**src/rtl/latch_bank_ctrl_pkg.sv**
```systemverilog
// Shared state type and sizing helpers for the latch bank write controller.
package latch_ctrl_pkg;

   typedef enum logic [2:0] {
      IDLE,
      SETUP,
      ENABLE,
      HOLD,
      CLEAR
   } lat_state_e;

   function automatic int lat_aw(input int n);
      return (n < 2) ? 1 : $clog2(n);
   endfunction

   function automatic int phase_cw(input int s, input int e, input int h);
      int m;
      m = s;
      if (e > m) m = e;
      if (h > m) m = h;
      return $clog2(m + 1);
   endfunction

endpackage

```
**src/rtl/latch_bank_ctrl_rr_arbiter.sv**
```systemverilog
// Combinational round-robin pick: first asserted request at or after i_ptr.
module rr_arbiter
   import latch_ctrl_pkg::*;
#(
   parameter int  NREQ = 4,
   localparam int PW   = lat_aw(NREQ)
) (
   input  logic [NREQ-1:0] i_req,
   input  logic [PW-1:0]   i_ptr,
   output logic [NREQ-1:0] o_gnt,
   output logic [PW-1:0]   o_idx,
   output logic            o_any
);

   logic [2*NREQ-1:0] w_dbl;
   logic [NREQ-1:0]   w_rot;
   logic [PW:0]       w_sum;

   always_comb begin
      w_dbl = {i_req, i_req} >> i_ptr;
      w_rot = w_dbl[NREQ-1:0];
      w_sum = '0;
      o_any = 1'b0;
      // descending scan leaves the lowest rotated hit in w_sum
      for (int k = NREQ - 1; k >= 0; k--) begin
         if (w_rot[k]) begin
            w_sum = {1'b0, i_ptr} + (PW+1)'(k);
            o_any = 1'b1;
         end
      end
      if (w_sum >= (PW+1)'(NREQ))
         w_sum = w_sum - (PW+1)'(NREQ);
      o_idx = w_sum[PW-1:0];
      o_gnt = '0;
      o_gnt[o_idx] = o_any;
   end

endmodule

```
**src/rtl/latch_bank_ctrl.sv**
```systemverilog
// Write sequencer/arbiter for a bank of level-sensitive latches.
// Define LATCH_SHADOW_EN to add a readable shadow copy of the bank.
module latch_bank_ctrl
   import latch_ctrl_pkg::*;
#(
   parameter int  NREQ      = 4,
   parameter int  NLAT      = 8,
   parameter int  DW        = 8,
   parameter int  SETUP_CYC = 1,
   parameter int  EN_CYC    = 1,
   parameter int  HOLD_CYC  = 1,
   localparam int AW        = lat_aw(NLAT)
) (
   input  logic               clk,
   input  logic               reset,
   input  logic [NREQ-1:0]    req,
   input  logic [NREQ*AW-1:0] req_addr,
   input  logic [NREQ*DW-1:0] req_data,
   input  logic               clr,
   output logic [NREQ-1:0]    ack,
   output logic               err,
   output logic               clr_done,
   output logic               busy,
   output logic [DW-1:0]      lat_d,
   output logic [NLAT-1:0]    lat_en,
   output logic               lat_rst_n
`ifdef LATCH_SHADOW_EN
   ,
   input  logic [AW-1:0]      rd_addr,
   output logic [DW-1:0]      rd_data
`endif
);

   localparam int PW = lat_aw(NREQ);
   localparam int CW = phase_cw(SETUP_CYC, EN_CYC, HOLD_CYC);

   lat_state_e      r_state, w_nstate;
   logic [CW-1:0]   r_cnt, w_ncnt;
   logic [PW-1:0]   r_ptr, r_win, w_idx, w_pnext;
   logic [NREQ-1:0] r_win_oh, w_gnt;
   logic [AW-1:0]   r_addr, w_addr;
   logic [DW-1:0]   r_data, w_data;
   logic [NLAT-1:0] w_dec;
   logic            w_any, w_cap, w_last, w_oob;

   rr_arbiter #(.NREQ(NREQ)) u_arb (
      .i_req (req),
      .i_ptr (r_ptr),
      .o_gnt (w_gnt),
      .o_idx (w_idx),
      .o_any (w_any)
   );

   assign w_last  = (r_cnt == '0);
   assign w_oob   = ({1'b0, r_addr} >= (AW+1)'(NLAT));
   assign w_pnext = (r_win == PW'(NREQ - 1)) ? '0 : r_win + PW'(1);

   always_comb begin
      w_addr = '0;
      w_data = '0;
      for (int i = 0; i < NREQ; i++) begin
         if (w_gnt[i]) begin
            w_addr = req_addr[i*AW +: AW];
            w_data = req_data[i*DW +: DW];
         end
      end
   end

   always_comb begin
      w_dec = '0;
      for (int i = 0; i < NLAT; i++)
         w_dec[i] = (r_addr == AW'(i));
   end

   always_comb begin
      w_nstate = r_state;
      w_ncnt   = r_cnt;
      w_cap    = 1'b0;
      unique case (r_state)
         IDLE: begin
            if (clr) begin
               w_nstate = CLEAR;
               w_ncnt   = CW'(1);
            end else if (w_any) begin
               w_nstate = SETUP;
               w_ncnt   = CW'(SETUP_CYC - 1);
               w_cap    = 1'b1;
            end
         end
         SETUP: begin
            if (w_last) begin
               w_nstate = ENABLE;
               w_ncnt   = CW'(EN_CYC - 1);
            end else begin
               w_ncnt = r_cnt - CW'(1);
            end
         end
         ENABLE: begin
            if (w_last) begin
               w_nstate = HOLD;
               w_ncnt   = CW'(HOLD_CYC - 1);
            end else begin
               w_ncnt = r_cnt - CW'(1);
            end
         end
         HOLD, CLEAR: begin
            if (w_last) w_nstate = IDLE;
            else        w_ncnt   = r_cnt - CW'(1);
         end
         default: w_nstate = IDLE;
      endcase
   end

   // outputs are registered decodes of the current phase
   always_ff @(posedge clk) begin
      if (!reset) begin
         r_state   <= IDLE;
         r_cnt     <= '0;
         r_ptr     <= '0;
         r_win     <= '0;
         r_win_oh  <= '0;
         r_addr    <= '0;
         r_data    <= '0;
         ack       <= '0;
         err       <= 1'b0;
         clr_done  <= 1'b0;
         busy      <= 1'b0;
         lat_d     <= '0;
         lat_en    <= '0;
         lat_rst_n <= 1'b0;
      end else begin
         r_state <= w_nstate;
         r_cnt   <= w_ncnt;
         if (w_cap) begin
            r_win    <= w_idx;
            r_win_oh <= w_gnt;
            r_addr   <= w_addr;
            r_data   <= w_data;
         end
         if (r_state == HOLD && w_last)
            r_ptr <= w_pnext;
         if (r_state == SETUP)
            lat_d <= r_data;
         busy      <= (r_state != IDLE);
         lat_en    <= (r_state == ENABLE) ? w_dec : '0;
         ack       <= (r_state == HOLD && w_last) ? r_win_oh : '0;
         err       <= (r_state == HOLD) && w_last && w_oob;
         clr_done  <= (r_state == CLEAR) && w_last;
         lat_rst_n <= !((r_state == CLEAR) && !w_last);
      end
   end

`ifdef LATCH_SHADOW_EN
   logic [DW-1:0] r_shadow [NLAT];

   always_ff @(posedge clk) begin
      if (!reset || r_state == CLEAR) begin
         for (int i = 0; i < NLAT; i++)
            r_shadow[i] <= '0;
      end else if (r_state == ENABLE && w_last && !w_oob) begin
         r_shadow[r_addr] <= r_data;
      end
      if (!reset)
         rd_data <= '0;
      else if ({1'b0, rd_addr} < (AW+1)'(NLAT))
         rd_data <= r_shadow[rd_addr];
      else
         rd_data <= '0;
   end
`endif

endmodule

```
**config.mk**
```make
export PLATFORM = sky130hd
export DESIGN_NAME = latch_bank_ctrl
export DESIGN_NICKNAME = d
export VERILOG_FILES = /design/src/rtl/latch_bank_ctrl_pkg.sv /design/src/rtl/latch_bank_ctrl_rr_arbiter.sv /design/src/rtl/latch_bank_ctrl.sv
export SDC_FILE = /design/constraint.sdc
export NUM_CORES = 1
export LEC_CHECK = 0
export BUFFER_PORTS_ARGS = -buffer_cell sky130_fd_sc_hd__buf_2
export CORE_MARGIN = 2
export CORE_UTILIZATION = 49
export CTS_CLUSTER_SIZE = 12
export DETAILED_ROUTE_END_ITERATION = 10
export GPL_ROUTABILITY_DRIVEN = 1
export PLACE_DENSITY = 0.78
export REMOVE_ABC_BUFFERS = 1
export SLEW_MARGIN = 40
export SYNTH_ARGS = -nofsm -noshare
export SYNTH_HDL_FRONTEND = slang
export SYNTH_HIERARCHICAL = 1
export SYNTH_SLANG_ARGS = --single-unit
export TNS_END_PERCENT = 50
```
**constraint.sdc**
```tcl
create_clock -name clk -period 1.9 [get_ports clk]
set_input_delay 0.19 -clock clk [delete_from_list [all_inputs] [get_ports clk]]
set_output_delay 0.19 -clock clk [all_outputs]
set_load 0.03 [all_outputs]
```
# Word level (Yosys, flattened, before mapping)
# Cells that the tools add are included.
[classes]
n_addsub = 6
n_lt_le_gt_ge = 3
eq_ne = 16
shift = 1
muxes = 33
bitwise_logic = 2
reduce_logical = 15
[ops]
columns = ["cell", "count"]
rows = [
  ["2-to-1 mux 3 bit", 13],
  ["2-to-1 mux 8 bit", 4],
  ["== test 3 bit, second input constant", 5],
  ["== test 3 x 2 -> 1 bit, second input constant", 4],
  ["one-hot mux 3 bit (4 select lines)", 1],
  ["2-to-1 mux 1 bit", 11],
  [">> shifter 8 x 2 -> 4 bit", 1],
  ["adder 2 x 2 -> 3 bit, second input constant", 2],
  ["== test 3 x 1 -> 1 bit, second input constant", 2],
  ["logical NOT 3 bit", 2],
  ["!= test 2 bit, second input constant", 3],
  ["AND reduction 2 bit", 3],
  ["AND 4 bit", 1],
  ["logical AND 1 bit", 4],
  ["2-to-1 mux 2 bit", 2],
  ["AND reduction 4 bit", 1],
  ["OR reduction 4 bit", 1],
  ["adder 2 x 1 -> 3 bit, second input constant", 1],
  [">= comparator 3 bit, second input constant", 1],
  ["less-than comparator 2 x 3 -> 1 bit, second input constant", 1],
  ["!= test 3 x 2 -> 1 bit, second input constant", 1],
  ["nonzero test 3 bit", 1],
  ["adder 2 x 1 -> 2 bit, second input constant", 1],
  ["demux 1 bit (select 2 bit)", 1],
  ["9 further kinds", 9],
]
[totals]
regBits = 46
out_inout_bits = 24

# Depth between registers and ports, before layout
[logic_depth]
word_depth = 16
depth_mapped = 8
ltp_nobuf = 6

# Modules after synthesis
# Netlist, hierarchy kept.
[by_module_without_submodules]
columns = ["mod", "n_inst", "cells_each", "area_per_inst_um2"]
rows = [
  ["latch_bank_ctrl", 1, 200, 1939.4],
  ["rr_arbiter", 1, 32, 207.7],
]

# Worst setup path before layout
# No wires, ideal clock.
[synth_timing]
path_kind = "reg-to-reg"
start = "register r_ptr[1]"
end = "register r_addr[0]"
setup_time_ps = 126
arrival_ps = 1647
required_time_ps = 1774
setup_slack_ps = 127
path_stages_with_launch = 9
path_cell_list = "dfxtp_1 > buf_6 > inv_1 > a21oi_1 > o221a_2 > or2_2 > clkbuf_1 > a221oi_1 > o32ai_2"
[synth_via]
word_cells_on_any_way = 28
cone_classes = "add/sub (4); order compare (3); shift (1); mux (18); bitwise (1); reduce/logical (1)"
[synth_rtl]
columns = ["element", "line_no", "source"]
rows = [
  ["start, declared", "latch_bank_ctrl.sv:39", "logic [PW-1:0] r_ptr, r_win, w_idx, w_pnext;"],
  ["start signal, assigned", "latch_bank_ctrl.sv:141", "r_ptr <= w_pnext;"],
  ["adder 2 x 2 -> 3 bit / >> shifter 8 x 2 -> 4 bit (equally long branches)", "latch_bank_ctrl_rr_arbiter.sv:27, latch_bank_ctrl_rr_arbiter.sv:20", ""],
  ["2-to-1 mux 3 bit (4 in a row)", "latch_bank_ctrl_rr_arbiter.sv:26", "if (w_rot[k]) begin"],
  [">= comparator 3 bit / subtractor 2 x 1 -> 2 bit (equally long branches)", "latch_bank_ctrl_rr_arbiter.sv:31, latch_bank_ctrl_rr_arbiter.sv:32", ""],
  ["2-to-1 mux 2 bit", "latch_bank_ctrl_rr_arbiter.sv:31", "if (w_sum >= (PW+1)'(NREQ))"],
  ["less-than comparator 2 x 3 -> 1 bit (implied by the code) / >= comparator 2 x 1 -> 1 bit (equally long branches)", "latch_bank_ctrl_rr_arbiter.sv:35", "o_gnt[o_idx] = o_any;"],
  ["logical AND 1 bit (implied by the code)", "latch_bank_ctrl_rr_arbiter.sv:35", ""],
  ["2-to-1 mux 1 bit (implied by the code)", "latch_bank_ctrl_rr_arbiter.sv:35", ""],
  ["demux 1 bit (select 2 bit)", "n/a", ""],
  ["AND 4 bit (no source line) *", "n/a", ""],
  ["via w_gnt[3]", "latch_bank_ctrl.sv:40", "logic [NREQ-1:0] r_win_oh, w_gnt;"],
  ["2-to-1 mux 3 bit *", "latch_bank_ctrl.sv:62", "if (w_gnt[i]) begin"],
  ["end signal, assigned", "latch_bank_ctrl.sv:137", "r_addr <= w_addr;"],
  ["end, declared", "latch_bank_ctrl.sv:41", "logic [AW-1:0] r_addr, w_addr;"],
]
# The timed path passes the listed nets; every way through them passes the cells marked *.
# A chain may end at the register's enable or synchronous reset.

# Worst setup path after layout
[layout_timing]
start = "register r_ptr[1]"
end = "register r_data[6]"
[layout_via]
word_cells_on_any_way = 28
cone_classes = "add/sub (4); order compare (3); shift (1); mux (18); bitwise (1); reduce/logical (1)"
[layout_rtl]
columns = ["element", "line_no", "source"]
rows = [
  ["adder 2 x 2 -> 3 bit / >> shifter 8 x 2 -> 4 bit (equally long branches)", "latch_bank_ctrl_rr_arbiter.sv:27, latch_bank_ctrl_rr_arbiter.sv:20", ""],
  ["2-to-1 mux 3 bit (4 in a row)", "latch_bank_ctrl_rr_arbiter.sv:26", ""],
  [">= comparator 3 bit / subtractor 2 x 1 -> 2 bit (equally long branches)", "latch_bank_ctrl_rr_arbiter.sv:31, latch_bank_ctrl_rr_arbiter.sv:32", ""],
  ["2-to-1 mux 2 bit", "latch_bank_ctrl_rr_arbiter.sv:31", ""],
  ["less-than comparator 2 x 3 -> 1 bit (implied by the code) / >= comparator 2 x 1 -> 1 bit (equally long branches)", "latch_bank_ctrl_rr_arbiter.sv:35", ""],
  ["logical AND 1 bit (implied by the code)", "latch_bank_ctrl_rr_arbiter.sv:35", ""],
  ["2-to-1 mux 1 bit (implied by the code)", "latch_bank_ctrl_rr_arbiter.sv:35", ""],
  ["demux 1 bit (select 2 bit)", "n/a", ""],
  ["AND 4 bit (no source line) *", "n/a", ""],
  ["via w_gnt[3]", "latch_bank_ctrl.sv:40", ""],
  ["2-to-1 mux 8 bit *", "latch_bank_ctrl.sv:62", ""],
  ["end signal, assigned", "latch_bank_ctrl.sv:138", "r_data <= w_data;"],
  ["end, declared", "latch_bank_ctrl.sv:42", "logic [DW-1:0] r_data, w_data;"],
]
# Marked as above.

==> flow_summary.toml <==
[status]
status = "completed"

[detailed_routing]
vias_per_cell = 5.69
wire_per_inst_microns = 14.9
drc = 0
vias = 2014
drt_iter0_markers = 132
dr.pass1.iters = 4
antenna_left = 0
drt-total-wl_microns = 5260

[timing]
post-route-min-period_ns = 1.83
fin_crit_sh_pct = 96.2
report.final.setup_viol = 0
rsz0062_at_grt = "false"
hold_violations = 0
fmax_mhz = 547
skew_ns = 0.00491
slew_violations = 0
tns_ns = 0

[critical_path]
reg2regPathDepth = 7
reg2reg_to = "r_data[6]"
endpoint = "r_data[6]"
cp.required_ns = 2.07
crit_path_end_kind = "flop"
rrSetupSlack_ns = 0.07
critPathArrivalTime_ns = 2.00
path_class = "reg -> reg"
r2r-start = "r_ptr[1]"
start_kind = "flop"
path_max_fanout = 11
crit_start = "r_ptr[1]"

[clocking]
cts_hold_buf = 0
cts.sinks = 46
numCtsBuffers = 5
clk_latency_ns = 0.29
root_buffer = "clkbuf_8"
htreeDepth = 2
cts_tree = "yes"
cts_setup_buffers = 0
path_clk_slew_ns = 0.08
cts.path.max_buffers = 2

[floorplan]
initial_core_util_pct = 50.0
die-area_sq_mm = 0.00493
fp.coreArea_sq_mm = 0.00429
die_h_microns = 70.2
die_w_microns = 70.2
io_pins = 75
row_count = 24

[global_route]
gr-usage-met3_pct = 3.17
busiest_layer = "met2"
grt_antenna_before_repair = 0
grt_first_pass_wirelength_microns = 8570
gr-usage-met2_pct = 34.8
overflow = 0
grt_max_degree = 19
groute.usage.overall_pct = 21.6
use_met1_pct = 29.5
grt_pass1_vias = 1791

[finish]
multi_input_comb_area_sq_mm = 0.00110
final_cell_count_no_fill = 354
num-fill-cells = 407
diodes = 0
layout-drive-gt1-share_pct = 36.8
final_cell_mix = "buf_2, dfxtp_1, nor2_1"
nets = 353
final_common_cell = "buf_2"
register_area_sq_um = 922
final_area_sq_mm = 0.00266
finalCoreUtilization_pct = 61.9
area_growth_pct = 23.7

[synth]
synth_cells = 232
ys.flop_type = "dfxtp_1"
synth_edf_count = 0
async_flop_share_pct = 0
ys_types = 45
ys_seq_elements = 46
syn-cell-area_sq_mm = 0.00215
yosysWarnings = 6
seq_area_frac_synth_pct = 42.9
syn-mean-instance-area_sq_um = 9.25

[flow_run]
max_cap_violations = 0

[worst_hold_path]
holdCritPathClass = "in -> reg"

[place]
placed_cell_area_sq_mm = 0.00253
place_congestion = 0.808
port_buffers = 73
detailed_place_hpwl_microns = 3800
placedCellCount = 346

[pwr]
power_density_mw_per_mm2 = 849
p_leak_nw = 1.13
ir_drop_uv = 504
-- registers in the layout (all words and copies together), names as in the netlist --
name / count
lat_d: 8
lat_en: 8
r_data: 8
ack: 4
r_win_oh: 4
r_addr: 3
r_state: 3
r_ptr: 2
r_win: 2
busy: 1
clr_done: 1
lat_rst_n: 1
r_cnt: 1
-- where the power goes --
group	internal [mW]	leakage (nW)	switching, mW
sequential	1.02	0.374	0.0646
clock	0.394	0.0524	0.307
combinational	0.208	0.699	0.261
total	1.62	1.13	0.632
-- critical path, cell delays in order, from the launching register on --
cell and delay [ns]:
dfxtp_2 0.36, inv_1 0.08, buf_4 0.11, a21oi_1 0.06, o221a_2 0.29, or2_2 0.40
a221oi_1 0.30, o32ai_2 0.12
-- stage by stage --
step	power [mW]	worst slack, ns	hold slack (ns)
after CTS	2.26	0.0420	0.176
after global placement	1.56	-0.0917	0.435
after floorplan	1.38	0.0351	0.318
after detailed placement	1.56	-0.167	0.437
after global routing	2.36	0.000764	0.203
final	2.26	0.0727	0.176
-- final cells by class --
class,instances,area share (%)
clock inverter,1,1.13
sequential,46,34.7
timing repair buffer,83,16.6
clock buffer,7,2.87
inverter,7,0.989
tap,52,2.45
multi-input combinational,158,41.3
-- logic make-up (layout without fill, tap and decap cells) --
logic type / count (synthesis) / count (layout) / share of synthesized area (%)
buffers and inverters: 28 / 98 / 7.23
AOI/OAI and AO/OA: 69 / 69 / 25.6
DFF: 46 / 46 / 42.9
adders and majority gates: 1 / 1 / 0.583
muxes: 11 / 11 / 5.13
xor gates and xnor gates: 1 / 1 / 0.408
and+or+nand+nor: 75 / 75 / 17.9
other: 1 / 1 / 0.175
-- Yosys cell counts, types with 2 or more instances --
library cell | number | area (sq um)
a21oi_1 | 12 | 60.1
a221oi_1 | 11 | 96.3
and2_1 | 5 | 31.3
buf_1 | 2 | 7.51
buf_2 | 3 | 15.0
buf_4 | 4 | 30.0
buf_6 | 4 | 45.0
clkbuf_1 | 7 | 26.3
dfxtp_1 | 46 | 921
inv_1 | 5 | 18.8
inv_2 | 2 | 7.51
mux2i_1 | 11 | 110
nand2_1 | 16 | 60.1
nand2b_1 | 6 | 37.5
nand3_1 | 6 | 30.0
nand3b_1 | 2 | 15.0
nor2_1 | 23 | 86.3
nor2b_1 | 4 | 25.0
nor3_1 | 3 | 15.0
nor3b_1 | 2 | 15.0
o21ai_0 | 9 | 45.0
o21ai_1 | 3 | 15.0
o221a_2 | 2 | 22.5
o22ai_1 | 12 | 75.1
o32ai_1 | 2 | 17.5
o32ai_2 | 9 | 146
or3_1 | 3 | 18.8
-- how the worst min path moves through the flow --
stage          slack [ns]        end  cells after the start         from
2_1_floorplan        0.32  lat_rst_n                      1        reset
3_3_place_gp         0.44     ack[1]                      1  r_win_oh[1]
3_5_place_dp         0.44     ack[1]                      1  r_win_oh[1]
4_1_cts              0.18      r_cnt                      3          clr
5_1_grt              0.20      r_cnt                      3          clr
6_report             0.18      r_cnt                      3          clr
-- routing by layer --
layer	share of wire (%)	routed length [microns]
met1	43	2250
met4	1.9	102
met2	48	2540
met5	0	0
met3	6.9	364
-- what timing repair did --
| item | 4_1_cts | 5_1_grt |
|---|---|---|
| gates resized for setup | 1 | 5 |
| pin swaps | 0 | 1 |
| endpoints found under the setup margin | 11 | 11 |
Note: power is estimated with default switching activity, not from simulation.
